$ cat config.mk
export PLATFORM = sky130hd
export DESIGN_NAME = uart_transmitter
export DESIGN_NICKNAME = d
export VERILOG_FILES = /design/src/rtl/uart_pkg.sv /design/src/rtl/uart_transmitter_baud_tick_generator.sv /design/src/rtl/uart_transmitter.sv
export SDC_FILE = /design/constraint.sdc
export NUM_CORES = 1
export LEC_CHECK = 0
export CAP_MARGIN = 20
export CORE_UTILIZATION = 45
export DETAILED_ROUTE_END_ITERATION = 16
export GPL_TIMING_DRIVEN = 0
export PLACE_DENSITY = 0.66
export SLEW_MARGIN = 20
export SYNTH_ARGS = -nofsm -noshare
export SYNTH_HDL_FRONTEND = slang
export SYNTH_SLANG_ARGS = --single-unit
export TNS_END_PERCENT = 20
$ cat constraint.sdc
create_clock -name clk -period 2.7 [get_ports clk]
set_clock_uncertainty 0.1 [all_clocks]
set_input_delay 0.405 -clock clk [delete_from_list [all_inputs] [get_ports clk]]
set_output_delay 0.405 -clock clk [all_outputs]
set_load 0.05 [all_outputs]
$ cat src/rtl/uart_pkg.sv
// Shared UART definitions: data width, default bit periods and the
// transmitter state encoding.
// Optional feature macro: UART_TX_PARITY_EN adds a PARITY state.
package uart_pkg;

    localparam int UART_DATA_BITS = 8;

    // 48 MHz / 9600 Bd for synthesis; a short period for formal/bench.
    localparam int CPB_SYNTH  = 5000;
    localparam int CPB_FORMAL = 8;

`ifdef UART_TX_PARITY_EN
    typedef enum logic [2:0] {
        TX_IDLE,
        TX_START,
        TX_DATA,
        TX_PARITY,
        TX_STOP
    } tx_state_t;
`else
    typedef enum logic [1:0] {
        TX_IDLE,
        TX_START,
        TX_DATA,
        TX_STOP
    } tx_state_t;
`endif

    // Counter width for 0..cpb-1, never narrower than one bit.
    function automatic int cnt_width(input int cpb);
        return (cpb > 1) ? $clog2(cpb) : 1;
    endfunction

endpackage

$ cat src/rtl/uart_transmitter_baud_tick_generator.sv
// Bit-period counter for the Tx path: counts 0..CLOCKS_PER_BIT-1 and
// pulses bit_tick on the terminal count.
// Ports:
//   clk      in  system clock
//   reset    in  synchronous active-high reset
//   clear    in  restart the bit period (frame accept)
//   bit_tick out one-cycle pulse at the last clock of each bit
module baud_tick_generator
    import uart_pkg::*;
#(
    parameter int CLOCKS_PER_BIT = CPB_SYNTH
) (
    input  logic clk,
    input  logic reset,
    input  logic clear,
    output logic bit_tick
);

    localparam int CW = cnt_width(CLOCKS_PER_BIT);
    localparam logic [CW-1:0] LAST = CW'(CLOCKS_PER_BIT - 1);

    logic [CW-1:0] count;

    assign bit_tick = (count == LAST);

    // Free-running; the accept clears it so the start bit is a full
    // period long regardless of where the counter was while idle.
    always_ff @(posedge clk) begin
        if (reset || clear) begin
            count <= '0;
        end else if (bit_tick) begin
            count <= '0;
        end else begin
            count <= count + CW'(1);
        end
    end

`ifdef FORMAL
    logic past_valid;

    always_ff @(posedge clk) begin
        past_valid <= 1'b1;
    end

    always @(posedge clk) begin
        assert (count <= LAST);
        if (past_valid && !$past(reset) && !$past(clear)
            && !$past(bit_tick)) begin
            assert (count == $past(count) + CW'(1));
        end
    end
`endif

endmodule

$ cat src/rtl/uart_transmitter.sv
// UART transmitter: one byte per valid/ready handshake, 8N1, LSB
// first, idle-high registered line. With UART_TX_PARITY_EN defined an
// even-parity bit is sent between the data and the stop bit.
// Ports:
//   clk        in  system clock
//   reset      in  synchronous active-high reset
//   tx_data    in  byte to send, latched on accept
//   tx_valid   in  source has a byte
//   tx_ready   out can accept a byte (idle)
//   tx_busy    out frame in progress
//   serial_out out UART Tx line
module uart_transmitter
    import uart_pkg::*;
#(
    parameter int CLOCKS_PER_BIT = CPB_SYNTH
) (
    input  logic       clk,
    input  logic       reset,
    input  logic [7:0] tx_data,
    input  logic       tx_valid,
    output logic       tx_ready,
    output logic       tx_busy,
    output logic       serial_out
);

    localparam logic [2:0] LAST_BIT = 3'(UART_DATA_BITS - 1);

    tx_state_t state;
    tx_state_t state_next;

    logic [UART_DATA_BITS-1:0] data_q;
    logic [UART_DATA_BITS-1:0] data_next;
    logic [2:0] bit_cnt;
    logic [2:0] bit_next;
    logic       line_next;
    logic       accept;
    logic       bit_tick;

    assign tx_ready = (state == TX_IDLE);
    assign tx_busy  = ~tx_ready;
    assign accept   = tx_valid && tx_ready;

    baud_tick_generator #(
        .CLOCKS_PER_BIT(CLOCKS_PER_BIT)
    ) u_baud (
        .clk     (clk),
        .reset   (reset),
        .clear   (accept),
        .bit_tick(bit_tick)
    );

    always_ff @(posedge clk) begin
        if (reset) begin
            state      <= TX_IDLE;
            data_q     <= '0;
            bit_cnt    <= '0;
            serial_out <= 1'b1;
        end else begin
            state      <= state_next;
            data_q     <= data_next;
            bit_cnt    <= bit_next;
            serial_out <= line_next;
        end
    end

    always_comb begin
        state_next = state;
        data_next  = data_q;
        bit_next   = bit_cnt;
        unique case (state)
            TX_IDLE: begin
                if (tx_valid) begin
                    state_next = TX_START;
                    data_next  = tx_data;
                    bit_next   = '0;
                end
            end
            TX_START: begin
                if (bit_tick) begin
                    state_next = TX_DATA;
                    bit_next   = '0;
                end
            end
            TX_DATA: begin
                if (bit_tick) begin
                    if (bit_cnt == LAST_BIT) begin
`ifdef UART_TX_PARITY_EN
                        state_next = TX_PARITY;
`else
                        state_next = TX_STOP;
`endif
                    end else begin
                        bit_next = bit_cnt + 3'd1;
                    end
                end
            end
`ifdef UART_TX_PARITY_EN
            TX_PARITY: begin
                if (bit_tick) begin
                    state_next = TX_STOP;
                end
            end
`endif
            TX_STOP: begin
                if (bit_tick) begin
                    state_next = TX_IDLE;
                end
            end
            default: begin
                state_next = TX_IDLE;
            end
        endcase
    end

    // Line level is decoded from the next state so the output register
    // only moves on accept or bit boundaries.
    always_comb begin
        line_next = 1'b1;
        unique case (state_next)
            TX_START: line_next = 1'b0;
            TX_DATA:  line_next = data_next[bit_next];
`ifdef UART_TX_PARITY_EN
            TX_PARITY: line_next = ^data_next;
`endif
            default:  line_next = 1'b1;
        endcase
    end

`ifdef FORMAL
    always @(posedge clk) begin
        assert (tx_ready == (state == TX_IDLE));
        if (state == TX_IDLE || state == TX_STOP) begin
            assert (serial_out == 1'b1);
        end
    end
`endif

endmodule

==> impl_metrics.yaml <==
outcome:
  outcome: "finished clean"
sta:
  rsz0062_at_grt: "true"
  tightest_slew_ns: 0.605
  whs_ns: 0.333
  fin_crit_ns: 2.65
  setup_slack_ns: 0.0543
  drv_slew: 0
  period_share_pct: 98.0
  hold_viol: 0
  fmax_mhz: 378
  final-setup-viol-count: 0
  slew_headroom_pct: 59.5
global_routing:
  grt_pass1_wl_mm: 4.85
  grtUsageTotal_pct: 19.2
  antenna_found_initial: 0
  grt_start_max_net_pins: 17
  grt_pass1_vias: 1134
  overflow: 0
hold_path:
  hold_class: "in2reg"
routing:
  dr.pass1.iters: 4
  ant_nets: 0
  routedWlPerCell_um: 12.9
  drc: 0
  drt-vias-per-instance: 5.49
  totalWireLength_mm: 2.74
  drtIter0Drc: 31
  vias: 1163
logic_synthesis:
  synth_cell_types: 40
  synth_warnings: 0
  syn_avg_cell_area_sq_um: 8.14
  ys_ff_latch: 27
  yosys-top-cells-area: "dfxtp_1 (40%), nand2_1 (7.3%), nor2_1 (6.7%)"
  synth_fp_nets: 177
  synth.largest_area_cell: "dfxtp_1"
  syn-cell-area_sq_mm: 0.00134
  synthCells: 164
  synth_top_area_share_pct: 40.5
  seq_area_frac_synth_pct: 40.5
clock_tree:
  htreeDepth: 1
  clk_pin_slew_ns: 0.15
  cts_tree: "done"
  clkSinkCount: 27
  cts_hold_buf: 0
  cts_root_buf: "clkbuf_4"
  clock_latency_ns: 0.33
  clk_path_buf_depth: 2
  cts_buffers: 3
floorplanning:
  dieHeight_um: 56.5
  die-area_sq_mm: 0.00319
  io_pins: 14
  core-area_sq_mm: 0.00278
  rows: 19
  initial_core_util_pct: 48.0
  dieWidth_um: 56.5
power:
  leakage_nw: 0.572
  switchingPower_w: 0.000182
  p_seq_share_pct: 61.4
  ir_worst_vdd_mv: 0.340
  combPwrFrac_pct: 12.0
  power.internal_w: 0.000503
  power_density_mw_per_mm2: 439
  p_clk_share_pct: 26.6
  power_w: 0.000686
  p_sw_share_pct: 26.6
setup_path:
  startpoint_type: "flip-flop"
  crit_fanout: 4
  critical_path_class: "reg2reg"
  crit_path_end_kind: "flip-flop"
  arrival_ns: 2.81
  cp.required_ns: 2.87
final_layout:
  layout.nets: 195
  final_util_pct: 56.2
  n_antenna_cell: 0
  area_delta_synth_final_pct: 17.1
  mostFrequentLayoutCells: "nand2_1 (26), dfxtp_1 (26), nor2_1 (24)"
  drive_above_1_share_pct: 12.7
placed_design:
  gp_congestion: 0.773
  place_ws_ns: -0.204
  hpwl_mm: 2.04
  io_buffers: 12
job:
  max_cap_violations: 0
==> cell usage after synthesis <==
master     n
a211oi_1   1
a211oi_2   1
a21bo_2    1
a21oi_1    9
a221o_1    1
a22oi_2    1
a311o_1    1
a31o_2     1
a31oi_1    4
a32oi_1    1
and2_1     2
and3_1     1
and3_2     1
buf_1      1
buf_2      1
clkbuf_1   5
dfxtp_1   27
ha_1       2
inv_1      8
mux2_2     2
mux2i_1    1
nand2_1   26
nand3_1   11
nand4_1    1
nor2_1    24
nor2b_1    1
nor3_2     1
nor3b_1    1
nor4_1     1
nor4_4     1
o211a_1    2
o21ai_0    4
o22ai_1    1
or2_2      2
or3_1      1
or3b_2     1
or4b_1     1
or4b_4     1
xnor2_1    4
xor2_1     8
==> through the flow <==
stage,instance area (sq um),TNS (ns),cells
CTS,1530,0,211
finish,1560,0,212
floorplan,1340,0,164
global placement,1490,-0.148,207
global route,1560,-0.0681,212
detailed placement,1490,-0.204,207
==> cell families after synthesis <==
family | share of synthesized area (%)
buffers and inverters | 4.31
multiplexers | 2.44
AND/OR/NAND/NOR | 28.3
AO/OA/AOI/OAI | 14.7
XOR/XNOR | 7.87
flip-flops | 40.5
adder cells (fa/ha/maj) | 1.87
==> final timing paths <==
kind | cells past startpoint | endpoint | slack, ns | from
worst max-delay path | 8 | serial_out | 0.05 | u_baud.count[6]
worst min-delay path | 2 | data_q[0] | 0.33 | reset
worst max register to register | 8 | serial_out | 0.05 | u_baud.count[6]
worst min register to register | 2 | data_q[2] | 0.37 | data_q[2]
==> registers in the layout, indices dropped and copies added, names as in the netlist <==
| name | count |
|---|---|
| bit_cnt | 3 |
| serial_out | 1 |
| state | 2 |
| u_baud.count | 13 |
| data_q | 8 |
==> cell type report <==
cell class	instances	area (sq um)
Tap cell	31	38.8
Fill cell	257	1220
Multi-Input combinational cell	122	762
Sequential cell	27	542
Buffer	7	27.5
Clock inverter	1	7.51
Clock buffer	3	22.5
Timing Repair Buffer	13	133
Inverter	8	30.0
==> power by group through the flow <==
stage | sequential, W | clock (W) | combinational [W]
after detailed placement | 0.000428 | 0 | 0.0000815
after CTS | 0.000419 | 0.000187 | 0.0000821
after global placement | 0.000427 | 0 | 0.0000798
after global routing | 0.000423 | 0.000206 | 0.0000916
final | 0.000421 | 0.000183 | 0.0000824
after floorplan | 0.000429 | 0 | 0.0000482
==> layer usage <==
metal | vias up | wire length [um] | track usage, %
met5 | - | 0 | 0
met4 | 0 | 33 | 7.67
met3 | 4 | 89 | 3.00
met2 | 21 | 1270 | 31.6
met1 | 545 | 1350 | 25.1
li1 | 593 | - | -
==> worst max-delay path, stage by stage (launching register included) <==
cell,delay [ns]
dfxtp_1,0.36
or4b_1,0.62
nor4_4,0.34
buf_4,0.18
and3_2,0.23
a31oi_2,0.07
o211a_1,0.24
o211a_1,0.25
a211oi_2,0.19
==> timing repair <==
item | in CTS | in global routing
pin swaps | 2 | 3
endpoints found under the setup margin | 1 | 3
setup buffers | 0 | 1
gates resized for setup | 1 | 6
endpoints found under the hold margin | 0 | 0
No activity file was read; power rests on OpenSTA's default activity.
